===== config.mk =====
export PLATFORM = sky130hd
export DESIGN_NAME = toggle_cover_collector
export DESIGN_NICKNAME = d
export VERILOG_FILES = /design/src/rtl/toggle_cover_pkg.sv /design/src/rtl/toggle_cover_prio_enc.sv /design/src/rtl/toggle_cover_collector.sv
export SDC_FILE = /design/constraint.sdc
export NUM_CORES = 1
export LEC_CHECK = 0
export ABC_AREA = 1
export CAP_MARGIN = 20
export CORE_MARGIN = 3
export CORE_UTILIZATION = 58
export CTS_CLUSTER_SIZE = 30
export DETAILED_ROUTE_END_ITERATION = 7
export DONT_BUFFER_PORTS = 1
export MAX_ROUTING_LAYER = met4
export PLACE_DENSITY_LB_ADDON = 0.05
export REMOVE_ABC_BUFFERS = 1
export SYNTH_ARGS = -nofsm -noshare
export SYNTH_HDL_FRONTEND = slang
export SYNTH_HIERARCHICAL = 1
export SYNTH_SLANG_ARGS = --single-unit

===== constraint.sdc =====
create_clock -name clock -period 6.05 [get_ports clock]
set_clock_uncertainty 0.05 [all_clocks]
set_input_delay 0.605 -clock clock [delete_from_list [all_inputs] [get_ports clock]]
set_output_delay 0.605 -clock clock [all_outputs]
set_load 0.03 [all_outputs]

===== src/rtl/toggle_cover_pkg.sv =====
// Shared constants and helpers for the toggle coverage collector.
package toggle_cover_pkg;

  // Width of the global cover-index bus.
  localparam int COVER_IDX_W = 64;

  // Default global cover-point count for the design being instrumented.
  localparam int COVER_TOTAL_DEFAULT = 8940;

  // Output stage occupancy.
  typedef enum logic {
    ST_EMPTY = 1'b0,
    ST_FULL  = 1'b1
  } ostate_t;

  // Ceiling log2 for elaboration-time sizing; clog2(1) = 0.
  function automatic int clog2(input int v);
    int r;
    r = 0;
    for (int i = 0; i < 32; i++) begin
      if ((64'd1 << r) < 64'(v)) r = r + 1;
    end
    return r;
  endfunction

endpackage


===== src/rtl/toggle_cover_prio_enc.sv =====
// Lowest-set-bit priority encoder: index of the least significant set bit of
// vec, plus a flag telling whether any bit was set at all.
module toggle_cover_prio_enc
  import toggle_cover_pkg::*;
#(
  parameter int WIDTH = 42,
  parameter int IW    = (WIDTH > 1) ? clog2(WIDTH) : 1
) (
  input  logic [WIDTH-1:0] vec,
  output logic [IW-1:0]    idx,
  output logic             found
);

  // Scan from the top down so the lowest set bit is the last assignment.
  always_comb begin
    idx   = '0;
    found = |vec;
    for (int i = WIDTH - 1; i >= 0; i--) begin
      if (vec[i]) idx = IW'(i);
    end
  end

endmodule


===== src/rtl/toggle_cover_collector.sv =====
// Toggle coverage collector: sticky per-point hit bitmap, one report per
// newly covered point per epoch, drained lowest index first through a
// single-entry output register with valid/ready handshake.
module toggle_cover_collector
  import toggle_cover_pkg::*;
#(
  parameter int WIDTH       = 42,
  parameter int COVER_INDEX = 0,
  parameter int COVER_TOTAL = COVER_TOTAL_DEFAULT,
  localparam int CW         = clog2(WIDTH + 1),
  localparam int IW         = (WIDTH > 1) ? clog2(WIDTH) : 1
) (
  input  logic                   clock,
  input  logic                   reset,
  input  logic                   enable,
  input  logic [WIDTH-1:0]       valid,
  input  logic                   clear,
  output logic                   out_valid,
  input  logic                   out_ready,
  output logic [COVER_IDX_W-1:0] out_index,
  output logic [CW-1:0]          hit_count,
  output logic                   all_covered,
  output logic                   busy
);

  if (WIDTH < 1 || WIDTH > 1024) begin : g_bad_width
    $error("toggle_cover_collector: WIDTH %0d outside 1..1024", WIDTH);
  end
  if (COVER_INDEX + WIDTH > COVER_TOTAL) begin : g_bad_range
    $error("toggle_cover_collector: COVER_INDEX + WIDTH exceeds COVER_TOTAL");
  end

  logic [WIDTH-1:0] hit, pending, new_hits, lowest, take_mask;
  logic [CW-1:0]    cnt_new;
  logic [IW-1:0]    enc_idx;
  logic             enc_found;
  logic             load;
  ostate_t          state, state_next;

  toggle_cover_prio_enc #(.WIDTH(WIDTH), .IW(IW)) u_enc (
    .vec   (pending),
    .idx   (enc_idx),
    .found (enc_found)
  );

  // Points hit for the first time this epoch, and how many of them.
  always_comb begin
    new_hits = enable ? (valid & ~hit) : '0;
    cnt_new  = '0;
    for (int i = 0; i < WIDTH; i++) cnt_new = cnt_new + CW'(new_hits[i]);
  end

  // Output stage next state; a load always uses the pre-edge pending map.
  always_comb begin
    state_next = state;
    load       = 1'b0;
    case (state)
      ST_EMPTY: if (enc_found) begin
        load       = 1'b1;
        state_next = ST_FULL;
      end
      ST_FULL: if (out_ready) begin
        load       = enc_found;
        state_next = enc_found ? ST_FULL : ST_EMPTY;
      end
      default: state_next = ST_EMPTY;
    endcase
  end

  // One-hot of the pending bit being moved into the output register.
  always_comb begin
    lowest    = pending & (~pending + WIDTH'(1));
    take_mask = load ? lowest : '0;
  end

  // Output stage state register; reset and clear both drop any report.
  always_ff @(posedge clock) begin
    if (!reset || clear) state <= ST_EMPTY;
    else                 state <= state_next;
  end

  // Coverage bitmaps, counter and report index.
  always_ff @(posedge clock) begin
    if (!reset) begin
      hit       <= '0;
      pending   <= '0;
      hit_count <= '0;
      out_index <= '0;
    end else if (clear) begin
      hit       <= '0;
      pending   <= '0;
      hit_count <= '0;
    end else begin
      hit       <= hit | new_hits;
      pending   <= (pending & ~take_mask) | new_hits;
      hit_count <= hit_count + cnt_new;
      if (load) out_index <= COVER_IDX_W'(COVER_INDEX) + COVER_IDX_W'(enc_idx);
    end
  end

  assign out_valid   = (state == ST_FULL);
  assign all_covered = (hit_count == CW'(WIDTH));
  assign busy        = out_valid | (|pending);

endmodule


==> impl_metrics.ini <==
[power]
power_leakage_nw = 3.18
power_per_cell_area_nw_per_um2 = 392
ir_worst_vdd_mv = 0.484

[die]
die_width_um = 109
dieArea_um2 = 12000
ioPinCount = 120
core-area_um2 = 10400
rows = 37
die-height_um = 109
initial_core_util = 0.598

[placement]
dp_slack_ns = -0.143
gp_congestion = 0.923
hpwlAfterDp_um = 11600
portBuffers = 0

[drt]
ant_nets = 0
drt-initial-drc-count = 223
viasPerCell = 4.88
firstDrtPassIters = 4
routed-via-count = 5002
wirelength_um = 14200
drc_errors = 0
wl_per_cell_um = 13.9

[clocking]
clock_path_buffers = 2
htreeDepth = 3
cts.sinks = 97
cts_tree = built
cts_made_buffers = 9
cts_setup_buffers = 0
cts_resized = 0
insertion_delay_ns = 0.39
cts_root_buf = clkbuf_8
cts_hold_buf = 0
clkTransAtPathRegs_ns = 0.11

[timing]
fin_crit_ns = 5.80
hold_viol = 0
drv_slew = 0
period_share = 0.959
slew_headroom = 0.385
tightest_slew_ns = 0.915
holdWs_ns = 0.293
layout_setup_ws_ns = 0.247
fmax_ghz = 0.172
setup_viol = 0

[synthesis]
yosysSeqAreaShare = 0.313
synth_xor_area_frac = 0.00424
ys_ff_latch = 97
synth.distinct_cells = 40
synthTopCellsByCount = 162 x inv_1, 143 x nand2_1, 107 x nor2_1
synthesis.area_um2 = 6200
synth_cells = 864
synth_fa_ha_area_frac = 0.143
synth.top_cell.area_share = 0.313
synth_area_leaders = dfxtp_1 31%, fa_1 11%, inv_1 9.8%
synthMuxAreaShare = 0
synth-simple-area-share = 0.251
synth_most_common_cell = inv_1
synth_edf_count = 0
synth_top_family_by_area = simple AND/OR/NAND/NOR gates
async_reset_ff_frac = 0
yosysWarnings = 6
avgSynthCellArea_um2 = 7.17
synth_compound_area_frac = 0.103
synthFlopType = dfxtp_1
yosysTopAreaCell = dfxtp_1

[worst_setup_path]
cp.buffers_inverters = 3
r2r_slack_ns = 0.25
critPathMaxStageDelay_ns = 0.62
cp_data_arrival_time_ns = 6.03
required_ns = 6.28
cp_max_fo = 2
r2r_start = hit[38]$_SDFF_PP0_
start_kind = flop
crit_top_cell = fa_1
cp-end-kind = flop
rr_worst_depth = 18
critPathTopFamily = adder cells
crit_type = flop to flop
cp_slowest_cell = fa_1
r2r-end = hit_count[4]$_SDFF_PP0_
crit_chain = inv_1 -> nand3_1 -> fa_1 -> fa_1 -> fa_1 -> fa_1 -> fa_1 -> fa_1 -> inv_1 -> fa_1 -> fa_2 -> fa_1 -> nand2_1 -> inv_1 -> o21ai_1 -> nand2_1 -> o21ai_1 -> a21oi_1

[global_routing]
antenna_found_initial = 0
grt_pass1_wl_um = 22700
grt_pass1_vias = 4824
grt_max_degree = 67
grt_remaining_overflow = 0
track_usage = 0.254

[run]
drv_cap = 0

[finish]
drive_gt1_frac = 0.0877
num-nets-final = 981
area.growth.synth_to_final_pct = 4.06
insertedDiodeCount = 0

[worst_hold_path]
min_path_cells = 2
worstHoldStart = reset
whs_endpoint = out_index[2]$_SDFFE_PN0P_
worst_hold_path_type = input pin to flop

[run_status]
outcome = completed
==> sequential cells by signal (all words and copies together), names as in the netlist <==
signal	cells
pending	42
out_index	6
hit	42
hit_count	6
out_valid	1
==> per-stage QoR <==
stage	cells	power (W)	utilization	TNS, ns	instance area [µm²]
after global placement	1009	0.00206	0.603	-0.00909	6250
after CTS	1025	0.00254	0.621	0	6440
after detailed placement	1009	0.00210	0.603	-0.143	6250
after global routing	1025	0.00279	0.622	-0.000523	6450
after floorplan	848	0.00177	-	0	5890
final	1025	0.00252	0.622	0	6450
==> report_power, final <==
part	internal [W]	switching [W]	leakage (nW)	total (W)
Clock	0.000158	0.000259	0.0934	0.000417
Sequential	0.000678	0.0000565	0.791	0.000734
Combinational	0.000544	0.000829	2.29	0.00137
Total	0.00138	0.00114	3.18	0.00252
==> cell families (layout without fill, tap and decap cells) <==
| logic type | after synthesis | in the layout |
|---|---|---|
| xor+xnor | 3 | 3 |
| fa+ha+maj | 50 | 50 |
| simple gates | 355 | 355 |
| other cells | 1 | 58 |
| compound gates | 118 | 118 |
| flops | 97 | 97 |
| buf+inv | 240 | 208 |
==> layout make-up <==
type / instances / area (µm²)
fillers: 987 / 3920
multi-input cells: 584 / 3330
flip-flops and latches: 97 / 1940
inverters: 167 / 627
repair buffers: 25 / 188
well taps: 136 / 170
clock buffers: 9 / 124
clock inverters: 7 / 65.1
==> worst max path at each step <==
| stage | startpoint | depth (start not counted) | slack, ns | to |
|---|---|---|---|---|
| 2_1_floorplan | valid[10] | 19 | 0.12 | hit_count[4]$_SDFF_PP0_ |
| 5_1_grt | hit[10]$_SDFF_PP0_ | 20 | -0.0005 | hit_count[4]$_SDFF_PP0_ |
| 3_3_place_gp | enable | 19 | -0.009 | hit_count[4]$_SDFF_PP0_ |
| 6_report | hit[38]$_SDFF_PP0_ | 18 | 0.25 | hit_count[4]$_SDFF_PP0_ |
| 3_5_place_dp | enable | 19 | -0.14 | hit_count[4]$_SDFF_PP0_ |
| 4_1_cts | hit[10]$_SDFF_PP0_ | 20 | 0.07 | hit_count[4]$_SDFF_PP0_ |
==> layer usage <==
metal,up-vias,wire length [µm],GRT usage
met1,2269,6310,0.304
li1,2594,-,-
met2,113,7080,0.431
met4,0,360,0.0988
met3,26,492,0.0376
met5,-,0,-
==> cells in the final DEF (no fill, tap or decap), types with 3 or more instances in the layout <==
master,n
inv_2,5
nor4_1,3
o31ai_1,3
ha_1,15
nand2_2,5
fa_1,34
a21oi_1,84
dfxtp_1,97
nor2_2,10
buf_4,25
nor2_1,107
nand3_1,51
clkinv_4,4
nor3_1,12
o21ai_0,18
nand4_1,7
nor2_4,4
nand3_2,4
inv_1,162
clkbuf_8,9
nand2_1,143
conb_1,58
(Power assumes the default switching activity.)
